--- src/rtl/fredkin_alu_pkg.sv ---
// Shared op codes, FSM state constants and op classification helpers for the
// Fredkin ALU scheduler. Optional two-pass ops (XOR/XNOR) are enabled by
// defining FREDKIN_ALU_XOR_EN.
package fredkin_alu_pkg;

    localparam int unsigned OP_W = 3;
    localparam int unsigned ST_W = 3;

    localparam logic [OP_W-1:0] OP_AND  = 3'd0;
    localparam logic [OP_W-1:0] OP_OR   = 3'd1;
    localparam logic [OP_W-1:0] OP_NOT  = 3'd2;
    localparam logic [OP_W-1:0] OP_MUX  = 3'd3;
    localparam logic [OP_W-1:0] OP_XOR  = 3'd4;
    localparam logic [OP_W-1:0] OP_XNOR = 3'd5;

`ifdef FREDKIN_ALU_XOR_EN
    localparam bit XOR_EN = 1'b1;
`else
    localparam bit XOR_EN = 1'b0;
`endif

    typedef logic [ST_W-1:0] state_t;

    localparam state_t ST_IDLE   = 3'd0;
    localparam state_t ST_ISSUE1 = 3'd1;
    localparam state_t ST_WAIT1  = 3'd2;
`ifdef FREDKIN_ALU_XOR_EN
    localparam state_t ST_ISSUE2 = 3'd3;
    localparam state_t ST_WAIT2  = 3'd4;
`endif
    localparam state_t ST_RESP   = 3'd5;

    // Ops needing a second gate pass (only when the XOR path is built in)
    function automatic logic op_is_two_pass(input logic [OP_W-1:0] op);
        return XOR_EN && ((op == OP_XOR) || (op == OP_XNOR));
    endfunction

    // Ops the datapath can execute; everything else answers with rsp_err
    function automatic logic op_is_legal(input logic [OP_W-1:0] op);
        return (op <= OP_MUX) || op_is_two_pass(op);
    endfunction

endpackage

--- src/rtl/fredkin_rr_arb.sv ---
// Combinational round-robin arbiter: grants the first asserted request at or
// after ptr, wrapping cyclically. Produces one-hot gnt and encoded idx.
module fredkin_rr_arb #(
    parameter int unsigned NREQ = 4
) (
    input  logic [NREQ-1:0]         req,
    input  logic [$clog2(NREQ)-1:0] ptr,
    input  logic                    en,
    output logic [NREQ-1:0]         gnt,
    output logic [$clog2(NREQ)-1:0] idx
);

    localparam int unsigned IDW = $clog2(NREQ);

    logic           w_found;
    logic [IDW-1:0] w_k;

    // Scan from ptr upward; the first hit wins
    always_comb begin
        gnt     = '0;
        idx     = '0;
        w_found = 1'b0;
        w_k     = '0;
        for (int unsigned i = 0; i < NREQ; i++) begin
            w_k = IDW'((32'(ptr) + i) % NREQ);
            if (en && !w_found && req[w_k]) begin
                gnt[w_k] = 1'b1;
                idx      = w_k;
                w_found  = 1'b1;
            end
        end
    end

endmodule

--- src/rtl/fredkin_alu_sched.sv ---
// Shares one registered Fredkin gate among NREQ requesters: round-robin
// accept, one or two gate passes per op, tagged response with backpressure.
// Optional feature macro: FREDKIN_ALU_XOR_EN (adds XOR/XNOR two-pass ops).
module fredkin_alu_sched
    import fredkin_alu_pkg::*;
#(
    parameter int unsigned NREQ = 4,
    parameter int unsigned W    = 32
) (
    input  logic                    clk,
    input  logic                    rst_n,
    input  logic [NREQ-1:0]         req_valid,
    output logic [NREQ-1:0]         req_ready,
    input  logic [3*NREQ-1:0]       req_op,
    input  logic [W*NREQ-1:0]       req_x,
    input  logic [W*NREQ-1:0]       req_y,
    input  logic [W*NREQ-1:0]       req_z,
    output logic [W-1:0]            g_a,
    output logic [W-1:0]            g_b,
    output logic [W-1:0]            g_c,
    input  logic [W-1:0]            g_q,
    input  logic [W-1:0]            g_r,
    output logic                    rsp_valid,
    input  logic                    rsp_ready,
    output logic [$clog2(NREQ)-1:0] rsp_id,
    output logic [W-1:0]            rsp_data,
    output logic [W-1:0]            rsp_garb,
    output logic                    rsp_err
);

    localparam int unsigned IDW = $clog2(NREQ);

    // State and latched request
    state_t          r_state;
    logic [IDW-1:0]  r_ptr;
    logic [OP_W-1:0] r_op;
    logic [W-1:0]    r_x;
    logic [W-1:0]    r_y;
    logic [W-1:0]    r_z;
    logic [IDW-1:0]  r_id;
`ifdef FREDKIN_ALU_XOR_EN
    logic [W-1:0]    r_t;
    logic [W-1:0]    w_t_nxt;
`endif

    // Response registers
    logic            r_rsp_valid;
    logic            r_rsp_err;
    logic [IDW-1:0]  r_rsp_id;
    logic [W-1:0]    r_rsp_data;
    logic [W-1:0]    r_rsp_garb;

    // Next-state values
    state_t          w_state_nxt;
    logic [IDW-1:0]  w_ptr_nxt;
    logic [OP_W-1:0] w_op_nxt;
    logic [W-1:0]    w_x_nxt;
    logic [W-1:0]    w_y_nxt;
    logic [W-1:0]    w_z_nxt;
    logic [IDW-1:0]  w_id_nxt;
    logic            w_rsp_valid_nxt;
    logic            w_rsp_err_nxt;
    logic [IDW-1:0]  w_rsp_id_nxt;
    logic [W-1:0]    w_rsp_data_nxt;
    logic [W-1:0]    w_rsp_garb_nxt;
    logic            w_finish;

    // Arbitration and selected request payload
    logic            w_arb_en;
    logic [NREQ-1:0] w_gnt;
    logic [IDW-1:0]  w_idx;
    logic [OP_W-1:0] w_sel_op;
    logic [W-1:0]    w_sel_x;
    logic [W-1:0]    w_sel_y;
    logic [W-1:0]    w_sel_z;

    // Only IDLE may accept, and nothing is accepted while reset is held
    assign w_arb_en = (r_state == ST_IDLE) && rst_n;

    fredkin_rr_arb #(
        .NREQ (NREQ)
    ) u_arb (
        .req  (req_valid),
        .ptr  (r_ptr),
        .en   (w_arb_en),
        .gnt  (w_gnt),
        .idx  (w_idx)
    );

    assign req_ready = w_gnt;

    // One-hot select of the granted requester's payload
    always_comb begin
        w_sel_op = '0;
        w_sel_x  = '0;
        w_sel_y  = '0;
        w_sel_z  = '0;
        for (int unsigned i = 0; i < NREQ; i++) begin
            if (w_gnt[i]) begin
                w_sel_op = req_op[OP_W*i +: OP_W];
                w_sel_x  = req_x[W*i +: W];
                w_sel_y  = req_y[W*i +: W];
                w_sel_z  = req_z[W*i +: W];
            end
        end
    end

    // Gate operand decode: non-zero only while issuing a pass
    always_comb begin
        g_a = '0;
        g_b = '0;
        g_c = '0;
        case (r_state)
            ST_ISSUE1: begin
                case (r_op)
                    OP_AND: begin g_a = r_x; g_b = r_y; g_c = '0;  end
                    OP_OR:  begin g_a = r_x; g_b = '1;  g_c = r_y; end
                    OP_NOT: begin g_a = r_x; g_b = '0;  g_c = '1;  end
                    OP_MUX: begin g_a = r_z; g_b = r_y; g_c = r_x; end
                    // XOR/XNOR first pass computes t = ~y
                    default: begin g_a = r_y; g_b = '0; g_c = '1; end
                endcase
            end
`ifdef FREDKIN_ALU_XOR_EN
            ST_ISSUE2: begin
                g_a = r_x;
                if (r_op == OP_XOR) begin
                    g_b = r_t;
                    g_c = r_y;
                end else begin
                    g_b = r_y;
                    g_c = r_t;
                end
            end
`endif
            default: begin
                g_a = '0;
                g_b = '0;
                g_c = '0;
            end
        endcase
    end

    // Next-state and register-update logic
    always_comb begin
        w_state_nxt     = r_state;
        w_ptr_nxt       = r_ptr;
        w_op_nxt        = r_op;
        w_x_nxt         = r_x;
        w_y_nxt         = r_y;
        w_z_nxt         = r_z;
        w_id_nxt        = r_id;
        w_rsp_valid_nxt = r_rsp_valid;
        w_rsp_err_nxt   = r_rsp_err;
        w_rsp_id_nxt    = r_rsp_id;
        w_rsp_data_nxt  = r_rsp_data;
        w_rsp_garb_nxt  = r_rsp_garb;
        w_finish        = 1'b0;
`ifdef FREDKIN_ALU_XOR_EN
        w_t_nxt         = r_t;
`endif

        case (r_state)
            ST_IDLE: begin
                if (|w_gnt) begin
                    w_op_nxt  = w_sel_op;
                    w_x_nxt   = w_sel_x;
                    w_y_nxt   = w_sel_y;
                    w_z_nxt   = w_sel_z;
                    w_id_nxt  = w_idx;
                    w_ptr_nxt = (w_idx == IDW'(NREQ - 1)) ? '0 : w_idx + IDW'(1);
                    if (op_is_legal(w_sel_op)) begin
                        w_state_nxt = ST_ISSUE1;
                    end else begin
                        w_state_nxt     = ST_RESP;
                        w_rsp_valid_nxt = 1'b1;
                        w_rsp_err_nxt   = 1'b1;
                        w_rsp_id_nxt    = w_idx;
                        w_rsp_data_nxt  = '0;
                        w_rsp_garb_nxt  = '0;
                    end
                end
            end
            ST_ISSUE1: begin
                w_state_nxt = ST_WAIT1;
            end
            ST_WAIT1: begin
`ifdef FREDKIN_ALU_XOR_EN
                if (op_is_two_pass(r_op)) begin
                    w_t_nxt     = g_r;
                    w_state_nxt = ST_ISSUE2;
                end else begin
                    w_finish = 1'b1;
                end
`else
                w_finish = 1'b1;
`endif
            end
`ifdef FREDKIN_ALU_XOR_EN
            ST_ISSUE2: begin
                w_state_nxt = ST_WAIT2;
            end
            ST_WAIT2: begin
                w_finish = 1'b1;
            end
`endif
            ST_RESP: begin
                if (rsp_ready) begin
                    w_state_nxt     = ST_IDLE;
                    w_rsp_valid_nxt = 1'b0;
                end
            end
            default: begin
                w_state_nxt = ST_IDLE;
            end
        endcase

        // Final gate pass: capture R as data, Q as reversibility garbage
        if (w_finish) begin
            w_state_nxt     = ST_RESP;
            w_rsp_valid_nxt = 1'b1;
            w_rsp_err_nxt   = 1'b0;
            w_rsp_id_nxt    = r_id;
            w_rsp_data_nxt  = g_r;
            w_rsp_garb_nxt  = g_q;
        end
    end

    // State, request and response registers
    always_ff @(posedge clk or negedge rst_n) begin
        if (!rst_n) begin
            r_state     <= ST_IDLE;
            r_ptr       <= '0;
            r_op        <= '0;
            r_x         <= '0;
            r_y         <= '0;
            r_z         <= '0;
            r_id        <= '0;
            r_rsp_valid <= 1'b0;
            r_rsp_err   <= 1'b0;
            r_rsp_id    <= '0;
            r_rsp_data  <= '0;
            r_rsp_garb  <= '0;
`ifdef FREDKIN_ALU_XOR_EN
            r_t         <= '0;
`endif
        end else begin
            r_state     <= w_state_nxt;
            r_ptr       <= w_ptr_nxt;
            r_op        <= w_op_nxt;
            r_x         <= w_x_nxt;
            r_y         <= w_y_nxt;
            r_z         <= w_z_nxt;
            r_id        <= w_id_nxt;
            r_rsp_valid <= w_rsp_valid_nxt;
            r_rsp_err   <= w_rsp_err_nxt;
            r_rsp_id    <= w_rsp_id_nxt;
            r_rsp_data  <= w_rsp_data_nxt;
            r_rsp_garb  <= w_rsp_garb_nxt;
`ifdef FREDKIN_ALU_XOR_EN
            r_t         <= w_t_nxt;
`endif
        end
    end

    assign rsp_valid = r_rsp_valid;
    assign rsp_err   = r_rsp_err;
    assign rsp_id    = r_rsp_id;
    assign rsp_data  = r_rsp_data;
    assign rsp_garb  = r_rsp_garb;

endmodule

--- config.mk ---
export PLATFORM = sky130hd
export DESIGN_NAME = fredkin_alu_sched
export DESIGN_NICKNAME = d
export VERILOG_FILES = /design/src/rtl/fredkin_alu_pkg.sv /design/src/rtl/fredkin_rr_arb.sv /design/src/rtl/fredkin_alu_sched.sv
export SDC_FILE = /design/constraint.sdc
export NUM_CORES = 1
export LEC_CHECK = 0
export ABC_AREA = 1
export BUFFER_PORTS_ARGS = -buffer_cell sky130_fd_sc_hd__buf_2
export CORE_AREA = 2 2 250 252
export DETAILED_ROUTE_END_ITERATION = 12
export DIE_AREA = 0 0 252 254
export PLACE_DENSITY = 0.46
export SETUP_SLACK_MARGIN = 0.5
export SLEW_MARGIN = 20
export SYNTH_ARGS = -nofsm -noshare
export SYNTH_HDL_FRONTEND = slang
export SYNTH_SLANG_ARGS = --single-unit
--- constraint.sdc ---
create_clock -name clk -period 3.5 [get_ports clk]
set_input_delay 0 -clock clk [delete_from_list [all_inputs] [get_ports clk]]
set_output_delay 0 -clock clk [all_outputs]
set_load 0.02 [all_outputs]
==> impl_results.md <==
- Status: finished clean
- Hold Path Origin: req_y[71]
- Clock Tree Buf Depth: 2
- Peak VDD IR: just under 0.5 mV
- Crit end category: flop
- Worst Hold Class: input pin to flop
- Port bufs: about 630
- GRT Util Overall: 0.227
- Fin Hold WS: 0.0315 ns
- Number of synthesized register bits: 174
- WP data arrival: 3.20 ns
- Avg Vias per Cell: between 4 and 5
- Ys flop type: dfrtp_1
- Die H: approximately 250 um
- Antenna viol nets, final: 0
- Post-synthesis sequential area ratio: 0.386
- Vias in the first global route: roughly 17000
- Min cycle time layout: 2.85 ns
- 1st-pass router iterations: 6
- Leakage power: approximately 11 nW
- Dpl hpwl: roughly 55 mm
- H-tree depth: 4
- Top-area cell type share of the netlist area: 0.386
- Post-synth top cells: 645 x nand2_1, 202 x nand3_1, 174 x dfrtp_1
- Mapped cell area: ~0.011 mm2
- Area of the multi-input gates: around 0.006 mm2
- Share of layout cells above drive strength 1: 0.283
- Final Max Tran Viols: 0
- Fin. Hold Viols: 0
- Post-synth top area cell: dfrtp_1
- CTS Buf Count: 17
- Max-Cap Viols: 0
- Clk Latency, worst-skew pair: around 0.5 ns
- Clock Skews: 0.00838 ns
- RR Endpoint: r_z[3]
- Fin area: just over 0.02 mm2
- FMAX: approximately 350 MHz
- Non-filler cells, final: 3482
- Place WS: ~0.12 ns
- Most numerous cell in the Yosys netlist: nand2_1
- Worst slew pin tran: approximately 1.1 ns
- Total Wirelength: slightly below 80 mm
- Area delta synth->final: 82.5%
- Reg area: roughly 0.0044 mm2
- Setup TNS: 0 ns
- YS warnings: 0
- Reg2reg start: r_ptr[1]
- Gpl congestion: 0.897
- Hold path depth: 5
- Element type at the critical path start: flop
- Die ar.: 0.0640 mm2
- Grt ovf: 0
- Row cnt: 91
- CTS tree: done
- Die X: 252 um
- Core area: 0.0613 mm2
- Post-synth cell types: 28
- Cell depth of the worst flop-to-flop path: 13
- Post-synth EDFFs: 0
- Via count: between 15000 and 20000
- Mapped Cells: 1677
- Largest net degree at the start of global routing: 100
- FFs w/ async S/R, synth: 1.00
- Clock Sinks: roughly 170
- Initial core utilization: 0.184
- Final setup margin: roughly 0.65 ns
- Reg2Reg Setup Slack: about 0.65 ns
- Kind of critical path: flop to flop
- Worst Hold End: r_y[7]
- WL per Instance: between 20 and 25 um
- Max_slew headroom: 0.295
- CP required: 3.85 ns
- Top-Level Pins: around 640
- Final setup viols: 0
- Top post-synthesis cells by area: dfrtp_1 39%, nand2_1 21%, nand3_1 9.0%
- Root Driver: clkbuf_16
- # DRC: 0
- Unrepaired setup endpoints after global routing: false
- Synthesized Nets: about 2100
- Crit Path Max Fanout: 56
- Initial antenna violation count: 9
- Fill count: ~6500
- PD cells: slightly above 800 mW/mm2
- Clock transition at the registers of the reported paths: about 0.080 ns
- Placed Cells: 3003
- Drt initial violations: 1386
- Crit share post-route: 0.813
- Avg Cell Area, Syn: between 6 and 7 um2
- First-pass GRT wire length: around 110 mm
- Post-Place Cell Area: 0.0153 mm2
- Fin nets: 3149
==> worst max path at each step <==
| stage | startpoint | endpoint | slack, ns | cells past startpoint |
|---|---|---|---|---|
| after CTS | r_ptr[1] | rsp_data[26] | 0.50 | 19 |
| after global routing | r_state[0] | rsp_garb[17] | 0.52 | 19 |
| after global placement | r_ptr[1] | r_y[14] | 0.19 | 16 |
| final | r_ptr[1] | r_z[3] | 0.65 | 13 |
| after floorplan | flop | r_x[10] | 0.91 | 15 |
| after detailed placement | r_ptr[1] | r_y[14] | 0.12 | 16 |
==> cell type report <==
| type | count | share of cell area |
|---|---|---|
| diodes | 2 | 0.000243 |
| clock buffers | 17 | 0.0207 |
| clock inverters | 15 | 0.00820 |
| inverters | 109 | 0.0217 |
| multi-input cells | 1261 | 0.293 |
| flip-flops and latches | 174 | 0.212 |
| well taps | 790 | 0.0480 |
| repair buffers | 1112 | 0.395 |
| repair inverters | 2 | 0.00109 |
==> per-layer routing <==
layer	vias up	wire [um]	GRT usage
met5	-	51	0
met4	8	4490	0.124
met2	964	38400	0.395
met3	238	5590	0.0524
li1	7577	-	-
met1	7887	30200	0.256
==> cells by family (layout without fill, tap and decap cells) <==
logic type,after synthesis,in the layout,share of synthesized area
flip-flops,174,174,0.386
AND/OR/NAND/NOR,879,879,0.324
AO/OA/AOI/OAI,377,377,0.198
adder cells (fa/ha/maj),5,5,0.00554
other,0,2,0
buffers and inverters,242,1255,0.0868
==> critical path: stages (launching register included) <==
cell and delay (ns):
dfrtp_2 0.45, inv_2 0.11, ha_1 0.28, inv_1 0.09, nand3_1 0.09, nand2_2 0.10
inv_2 0.07, nor2_8 0.16, nand3_1 0.14, nand3_4 0.17, inv_4 0.06, buf_6 0.25
o211ai_1 0.58, nand3_1 0.13
==> repair_timing <==
action	4_1_cts	5_1_grt
buffers inserted	0	7
resized for setup	20	16
pin swaps	1	2
cloned	1	8
hold buffers	428	1
endpoints found under the hold margin	299	1
endpoints found under the setup margin	135	149
==> registers in the layout, summed over array words and instances (netlist names), named ones only <==
name	cells
r_z	32
r_x	32
rsp_valid	1
rsp_err	1
rsp_id	2
r_y	32
rsp_data	32
r_state	3
rsp_garb	32
r_ptr	1
r_id	2
r_op	3
==> cell usage in the layout (no fill, tap or decap), types with 3 or more instances in the layout <==
master / synthesis / final
a21oi_1: 148 / 147
clkinv_8: 0 / 4
dlygate4sd3_1: 0 / 428
nand4_1: 3 / 3
ha_1: 5 / 5
a31oi_1: 16 / 16
inv_2: 9 / 7
nand3_1: 202 / 199
buf_16: 0 / 5
buf_12: 0 / 6
inv_8: 0 / 8
inv_1: 98 / 96
o211ai_1: 84 / 84
buf_2: 19 / 634
clkbuf_16: 0 / 23
nor2_1: 6 / 5
nand2_1: 645 / 644
inv_4: 1 / 3
o21ai_0: 97 / 94
o2bb2ai_1: 32 / 32
buf_6: 0 / 5
dfrtp_1: 174 / 172
nand3_4: 1 / 5
buf_4: 6 / 27
nand2_2: 14 / 15
==> stage by stage <==
stage	total power [mW]	utilization
2_1_floorplan	9.51	-
3_3_place_gp	13.5	0.250
3_5_place_dp	13.6	0.250
4_1_cts	16.3	0.331
5_1_grt	18.0	0.336
6_report	16.7	0.336
==> where the power goes <==
group	switching, mW	internal [mW]	total [mW]
Combinational	6.99	3.57	10.6
Clock	1.05	0.959	2.01
Sequential	1.15	2.96	4.12
Total	9.19	7.50	16.7
Power figures use the tool's default switching activity.
